## src/rtl/countdown_pkg.sv

```systemverilog
`default_nettype none
// ============================================================================
// Module      : countdown_pkg
// Description : Shared types and constants for the countdown timer.
//               State encoding, display limits and the preset clamp helper.
// Ports       : none (package)
// Revision    : 1.0 - initial release
// ============================================================================
package countdown_pkg;

  typedef enum logic [1:0] {
    IDLE  = 2'd0,
    RUN   = 2'd1,
    PAUSE = 2'd2,
    DONE  = 2'd3
  } state_t;

  localparam int MSEC_MAX = 99;
  localparam int SEC_MAX  = 59;

  // Presets above the largest displayable second saturate rather than wrap.
  function automatic logic [5:0] clamp_sec(input logic [5:0] s);
    return (s > 6'(SEC_MAX)) ? 6'(SEC_MAX) : s;
  endfunction

endpackage : countdown_pkg
`default_nettype wire

```

## src/rtl/countdown_timer_tick_gen.sv

```systemverilog
`default_nettype none
// ============================================================================
// Module      : tick_gen
// Description : Clock divider producing a one-cycle tick every DIV enabled
//               cycles. The phase is held while disabled and synchronously
//               cleared by i_clr.
// Ports       : clk    - system clock
//               reset  - synchronous active-high reset
//               i_en   - count enable (divider advances only when high)
//               i_clr  - synchronous clear to phase 0 (wins over i_en)
//               o_tick - high for one cycle when phase is DIV-1 and enabled
// Revision    : 1.0 - initial release
// ============================================================================
module tick_gen #(
  parameter int DIV = 10
) (
  input  logic clk,
  input  logic reset,
  input  logic i_en,
  input  logic i_clr,
  output logic o_tick
);

  localparam int CW = (DIV > 2) ? $clog2(DIV) : 1;

  logic [CW-1:0] cnt_q, cnt_d;
  logic          last;

  assign last   = (cnt_q == CW'(DIV - 1));
  assign o_tick = i_en & last;

  always_comb begin
    cnt_d = cnt_q;
    if (i_clr) begin
      cnt_d = '0;
    end else if (i_en) begin
      cnt_d = last ? '0 : cnt_q + CW'(1);
    end
  end

  always_ff @(posedge clk) begin
    if (reset) begin
      cnt_q <= '0;
    end else begin
      cnt_q <= cnt_d;
    end
  end

endmodule : tick_gen
`default_nettype wire

```

## src/rtl/countdown_timer.sv

```systemverilog
`default_nettype none
// ============================================================================
// Module      : countdown_timer
// Description : SS.cc countdown timer at TICK_HZ resolution. Loads a preset
//               in whole seconds, counts down to 00.00 and holds a done flag.
// Ports       : clk          - system clock
//               reset        - synchronous active-high reset
//               i_run_stop   - pulse: start / pause / resume (acknowledge done)
//               i_clear      - pulse: abort and reload the preset
//               i_load       - pulse: latch i_preset_sec (IDLE only)
//               i_preset_sec - preset seconds, values above 59 clamp to 59
//               o_msec       - centiseconds 0..99
//               o_sec        - seconds 0..59
//               o_running    - high while in RUN
//               o_done       - high while in DONE
// Revision    : 1.0 - initial release
// ============================================================================
module countdown_timer
  import countdown_pkg::*;
#(
  parameter int CLK_HZ  = 100_000_000,
  parameter int TICK_HZ = 100
) (
  input  logic       clk,
  input  logic       reset,
  input  logic       i_run_stop,
  input  logic       i_clear,
  input  logic       i_load,
  input  logic [5:0] i_preset_sec,
  output logic [6:0] o_msec,
  output logic [5:0] o_sec,
  output logic       o_running,
  output logic       o_done
);

  localparam int DIV = CLK_HZ / TICK_HZ;

  state_t     state_q, state_d;
  logic [5:0] preset_q, preset_d;
  logic [5:0] sec_q, sec_d;
  logic [6:0] msec_q, msec_d;
  logic       running_q, running_d;
  logic       done_q, done_d;

  logic       tick_en, tick_clr, tick;
  logic       count_zero, last_tick;

  // Divider runs only in RUN, keeps its phase in PAUSE, restarts from 0
  // whenever the timer is idle or finished.
  assign tick_en  = (state_q == RUN);
  assign tick_clr = (state_q == IDLE) || (state_q == DONE);

  tick_gen #(.DIV(DIV)) u_tick_gen (
    .clk    (clk),
    .reset  (reset),
    .i_en   (tick_en),
    .i_clr  (tick_clr),
    .o_tick (tick)
  );

  assign count_zero = (sec_q == 6'd0) && (msec_q == 7'd0);
  assign last_tick  = tick && (sec_q == 6'd0) && (msec_q == 7'd1);

  always_comb begin
    state_d  = state_q;
    preset_d = preset_q;
    sec_d    = sec_q;
    msec_d   = msec_q;

    case (state_q)
      IDLE: begin
        if (i_clear) begin
          sec_d  = preset_q;
          msec_d = 7'd0;
        end else if (i_run_stop) begin
          // Starting from 00.00 would finish instantly; stay idle instead.
          if (!count_zero) state_d = RUN;
        end else if (i_load) begin
          preset_d = clamp_sec(i_preset_sec);
          sec_d    = clamp_sec(i_preset_sec);
          msec_d   = 7'd0;
        end
      end

      RUN: begin
        if (i_clear) begin
          // Clear discards any tick arriving on the same edge.
          state_d = IDLE;
          sec_d   = preset_q;
          msec_d  = 7'd0;
        end else begin
          if (tick) begin
            if (msec_q == 7'd0) begin
              msec_d = 7'(MSEC_MAX);
              sec_d  = sec_q - 6'd1;
            end else begin
              msec_d = msec_q - 7'd1;
            end
          end
          // Reaching 00.00 takes precedence over a simultaneous pause so the
          // timer never sits paused at zero.
          if (last_tick) begin
            state_d = DONE;
          end else if (i_run_stop) begin
            state_d = PAUSE;
          end
        end
      end

      PAUSE: begin
        if (i_clear) begin
          state_d = IDLE;
          sec_d   = preset_q;
          msec_d  = 7'd0;
        end else if (i_run_stop) begin
          state_d = RUN;
        end
      end

      DONE: begin
        if (i_clear || i_run_stop) begin
          state_d = IDLE;
          sec_d   = preset_q;
          msec_d  = 7'd0;
        end
      end

      default: begin
        state_d = IDLE;
      end
    endcase

    running_d = (state_d == RUN);
    done_d    = (state_d == DONE);
  end

  always_ff @(posedge clk) begin
    if (reset) begin
      state_q   <= IDLE;
      preset_q  <= 6'd0;
      sec_q     <= 6'd0;
      msec_q    <= 7'd0;
      running_q <= 1'b0;
      done_q    <= 1'b0;
    end else begin
      state_q   <= state_d;
      preset_q  <= preset_d;
      sec_q     <= sec_d;
      msec_q    <= msec_d;
      running_q <= running_d;
      done_q    <= done_d;
    end
  end

  assign o_sec     = sec_q;
  assign o_msec    = msec_q;
  assign o_running = running_q;
  assign o_done    = done_q;

endmodule : countdown_timer
`default_nettype wire
```

## config.mk

```make
export PLATFORM = sky130hd
export DESIGN_NAME = countdown_timer
export DESIGN_NICKNAME = d
export VERILOG_FILES = /design/src/rtl/countdown_pkg.sv /design/src/rtl/countdown_timer_tick_gen.sv /design/src/rtl/countdown_timer.sv
export SDC_FILE = /design/constraint.sdc
export NUM_CORES = 1
export LEC_CHECK = 0
export BUFFER_PORTS_ARGS = -buffer_cell sky130_fd_sc_hd__buf_2
export CAP_MARGIN = 20
export CORE_UTILIZATION = 58
export CTS_CLUSTER_DIAMETER = 120
export DETAILED_ROUTE_END_ITERATION = 10
export PLACE_DENSITY = 0.79
export SLEW_MARGIN = 25
export SYNTH_ARGS = -nofsm -noshare
export SYNTH_HDL_FRONTEND = slang
export SYNTH_SLANG_ARGS = --single-unit
```

## constraint.sdc

```tcl
create_clock -name clk -period 3 [get_ports clk]
set_clock_uncertainty 0.1 [all_clocks]
set_input_delay 0.9 -clock clk [delete_from_list [all_inputs] [get_ports clk]]
set_output_delay 0.9 -clock clk [all_outputs]
set_load 0.005 [all_outputs]
```

# ---- Yosys cells after proc, flatten, opt, wreduce, memory -nomap -nowiden
# Index checks and enable logic that the tools add are counted.
dict set report word_totals {
  reg_bits 43
  wordCells 69
  output_inout_bits 15
  inputBits 11
}
dict set report classes {
  muxes 30
  add_sub_neg 3
  bitwise 3
  reduce_logical 12
  eq_ne 13
  magnitude_cmp 1
}
# op n
set ops {}
lappend ops {{2-to-1 mux 7 bit} 8}
lappend ops {{2-to-1 mux 6 bit} 9}
lappend ops {{case mux 7 bit (4 select lines)} 1}
lappend ops {{case mux 6 bit (4 select lines)} 1}
lappend ops {{adder 20 x 1 -> 20 bit, second input constant} 1}
lappend ops {{== test 20 bit, second input constant} 1}
lappend ops {{2-to-1 mux 20 bit} 1}
lappend ops {{2-to-1 mux 2 bit} 9}
lappend ops {{!= test 3 bit, second input constant} 4}
lappend ops {{case mux 2 bit (4 select lines)} 1}
lappend ops {{== test 7 x 1 -> 1 bit, second input constant} 1}
lappend ops {{zero test 7 bit} 1}
lappend ops {{subtractor 7 x 1 -> 7 bit, second input constant} 1}
lappend ops {{== test 2 bit, second input constant} 3}
lappend ops {{> comparator 6 bit, second input constant} 1}
lappend ops {{zero test 6 bit} 1}
lappend ops {{AND reduction 6 bit} 1}
lappend ops {{subtractor 6 x 1 -> 6 bit, second input constant} 1}
lappend ops {{AND reduction 5 bit} 1}
lappend ops {{== test 2 x 1 -> 1 bit, second input constant} 2}
lappend ops {{AND reduction 4 bit} 1}
lappend ops {{logical AND 1 bit} 3}
lappend ops {{zero test 2 bit} 1}
lappend ops {{logical OR 1 bit} 2}
lappend ops {{5 further kinds} 6}

# ---- Longest topological paths before layout
dict set report depth {
  depth_word 8
  depth_mapped 8
  depth_no_buf 8
}

# ---- Cells and area by module
# From an unflattened synthesis, not the netlist that was laid out.
dict set report hier_totals {
  hier_cells 280
  area_unflattened_um2 2391.0
}
# module seq_area_each_um2 area_each_um2 cells_each instances
set by_module_without_submodules {}
lappend by_module_without_submodules {countdown_timer 460.4 1411.4 169 1}
lappend by_module_without_submodules {tick_gen 400.4 979.7 111 1}

# ---- Least setup slack after synthesis
# OpenSTA, ideal clock, no wires.
dict set report synth_path {
  kind {input -> register}
  startpoint {input port i_run_stop}
  endpoint {register msec_q[4], in the netlist o_msec[4]}
  required_ns 2.805
  setup_ns 0.095
  path_stages 5
  arrival_ns 2.365
  path_slack_ns 0.440
  path_buffers 0
  cell_sequence {nand2b_1 > a2111oi_0 > a311oi_1 > or3_1 > a221oi_1}
}
dict set report synth_via {
  elab_chain_cells 3
  word_cells_on_any_way 4
  cone_classes {2 x eq/ne; 2 x reduce/logical}
}
# item line_no
set synth_rtl {}
lappend synth_rtl {{start: declaration} countdown_timer.sv:26} ;# input logic i_run_stop,
lappend synth_rtl {{logical OR 1 bit} countdown_timer.sv:121} ;# if (i_clear || i_run_stop) begin
lappend synth_rtl {{!= test 2 x 1 -> 1 bit (no source line)} n/a}
lappend synth_rtl {{AND reduction 5 bit (no source line) (*)} n/a}
lappend synth_rtl {{end signal: assignment} countdown_timer.sv:149} ;# msec_q <= msec_d;
lappend synth_rtl {{end: declaration} countdown_timer.sv:41} ;# logic [6:0] msec_q, msec_d;
# Every way passes the cells marked *; elsewhere a longest branch is shown, timed or not.
# A chain may end at the register's enable or synchronous reset.

# ---- Worst setup path in the final report
# Same ends and word-level chain as after synthesis.

==> impl_results.md <==
* Status: complete, no violations
* Largest family of logic cells by synthesized area: simple AND/OR/NAND/NOR gates
* RSZ-0062 raised after global routing: false
* Worst-Margin Slew at 845 ps
* GRT Util Overall at 27.3%
* DRT Pass-1 Iters at 5
* Skew-Pair Late Insertion Delay at 310 ps
* Worst path cell trace: buf_2 > nand2b_1 > a2111oi_0 > a311oi_2 > or3_1 > a221oi_1
* Setup crit start kind: input port
* Synth Area in XOR/XNOR at 6.84%
* Area Overhead vs Synth at 12.6%
* Compound-Gate Fraction of Synth Area at 17.7%
* Data required time of the worst path at 3110 ps
* Crit share post-route at 93.5%
* CTS HTree Levels at 2
* Core area at 4000 um2
* DRT Wirelength at 5660 um
* Reg2Reg Depth at 6
* Post-cts hold buffer count at 0
* Slew Viols, Final at 0
* Endpoints failing hold at 0
* Syn Area/Cell at 8.48 um2
* Initial Util at 60.8%
* FFs w/ async S/R, synth at 0%
* Adder-cell share of the synthesized area at 4.63%
* Crit. End Element: flop
* Max incr delay on CP at 780 ps
* Post-Syn Area at 2430 um2
* Clock sink count at 43
* Synth Register Bits at 43
* Total Power at 1.60 mW
* Critical path class: in2reg
* N_diodes at 0
* TNS Setup at 0 ps
* Bufs on Longest Clock Path at 2
* Syn Inst Count at 287
* DRC at 0
* Post-synth net total at 307
* FILL cells at 317
* DR vias/cell at 6.23
* Post_cts resized at 0
* Wire length per cell at 15.5 um
* Max VDD drop at 0.337 mV
* Commonest non-fill, non-tap cell in the layout: dfxtp_1
* Worst-path fanout max at 11
* Fmax at 357 MHz
* Postcts setup bufs at 0
* Worst Path Arrival at 2920 ps
* Die X at 66.8 um
* Ys flop type: dfxtp_1
* ANT nets after route at 0
* Sequential area share after synthesis at 35.4%
* Synthesized-area fraction occupied by and/or/nand/nor cells at 27.9%
* Die Height at 66.8 um
* CP max stage cell: a2111oi_0
* Final setup vio count at 0
* Die area at 4460 um2
* Pwr/cell area at 584 nW/um2
* Detailed Place HPWL at 4020 um
* Worst min path class: reg2reg
* Worst Hold Path Cells at 2
* Port Buffers at 25
* Post-synth cell types at 55
* Via count at 2268
* Ports at 26
* Most frequent cells in the layout: dfxtp_1, nor2_1, buf_2
* Normalized max-slew margin at 42.2%
* CTS tree: yes
* Maximum capacitance violations at 0
* Number of flops mapped to enable cells by yosys at 0
* Total CTS buffers at 5
* Initial DRC count at 214
* Row count at 23
* Antenna violations before repair at 0
* Min Tclk post-route at 2800 ps
* Yosys Warn Count at 0
* Mux contribution to synthesized area at 2.47%
* Leak pwr at 0.979 nW
* Grt ovf at 0
* Largest net degree at the start of global routing at 20
* CTS root buf: clkbuf_8
* Vias in the first global route at 1893
* Final nets at 333
* Worst-path clk slew at 90 ps
* First-pass GRT wire length at 9140 um
* Share of layout cells above drive strength 1 at 16.2%
* Routability cong. at 0.917
through the flow:
stage	area (um2)	utilization [%]	worst slack [ps]	std cells	hold slack [ps]
2_1_floorplan	2430	-	440	287	351
3_3_place_gp	2620	65.5	119	356	361
3_5_place_dp	2620	65.5	-26.0	356	370
4_1_cts	2730	68.3	220	364	384
5_1_grt	2740	68.5	111	364	399
6_report	2740	68.5	196	364	381
sequential cells by signal, summed over array words and instances (netlist names):
signal / count
o_running: 1
o_msec: 7
o_done: 1
u_tick_gen.cnt_q: 20
state_q: 2
o_sec: 6
preset_q: 6
cells by family (layout without fill, tap and decap cells):
group                    count (synthesis)  after routing
AO/OA/AOI/OAI                           56             56
XOR/XNOR                                19             19
adder cells (fa/ha/maj)                  9              9
buffers and inverters                   31             58
flip-flops                              43             43
multiplexers                             6              6
AND/OR/NAND/NOR                        123            123
synth_stat cells (all sizes together), types with 2 or more instances:
master   count  area [um2]
nor2b        5        31.3
o31ai        2        15.0
a21oi        9        45.0
nand3        6        30.0
dfxtp       43         861
mux2i        6        60.1
a221oi       4        35.0
a311oi       2        17.5
and4         4        35.0
and3         2        12.5
a211oi       5        50.1
o311ai       2        17.5
a31oi        5        31.3
nor4bb       3        30.0
nor4         7        43.8
a41o         2        20.0
or2          3        18.8
xor2         2        17.5
buf          2        15.0
clkbuf      10        37.5
nand4        8        50.1
nand2b       3        18.8
or3          8        50.1
nand2       14        52.6
xnor2       17         149
o32ai        3        41.3
nor3        15        85.1
nand3b       2        15.0
and2         2        12.5
inv         19        71.3
ha           9         113
nor3b        3        27.5
o2bb2ai      3        26.3
nor2        34         128
o21ai       10        50.0
critical path, delay by kind of cell:
family / cells / cell delay (ps)
buffers and inverters: 1 / 140
AND/OR/NAND/NOR: 2 / 560
AO/OA/AOI/OAI: 3 / 1310
worst paths after layout:
path	start	to	slack (ps)
worst max-delay path	i_run_stop	o_msec[4]	200
worst min-delay path	preset_q[2]	preset_q[2]	380
worst max register to register	state_q[0]	o_msec[4]	330
worst min register to register	preset_q[2]	preset_q[2]	380
layer usage:
metal  up-vias  GRT usage [%]  part of all wire [%]
met1      1060           38.9                    46
met4         0           8.24                   1.1
met2        89           40.2                    46
met3         8           6.34                   6.3
li1       1111              -                     -
met5         -              0                     0
power by group:
part	switching, mW	leakage (nW)	internal [mW]
combinational	0.284	0.572	0.197
sequential	0.0420	0.349	0.610
clock	0.217	0.0581	0.248
layout make-up:
cell class | instances | area (um2) | area share, %
Multi-Input combinational cell | 213 | 1460 | 53.4
Inverter | 19 | 71.3 | 2.60
Clock inverter | 3 | 43.8 | 1.60
Clock buffer | 5 | 68.8 | 2.51
Timing Repair Buffer | 31 | 170 | 6.21
Sequential cell | 43 | 861 | 31.4
Tap cell | 50 | 62.6 | 2.28
Note: power is estimated with default switching activity, not from simulation.
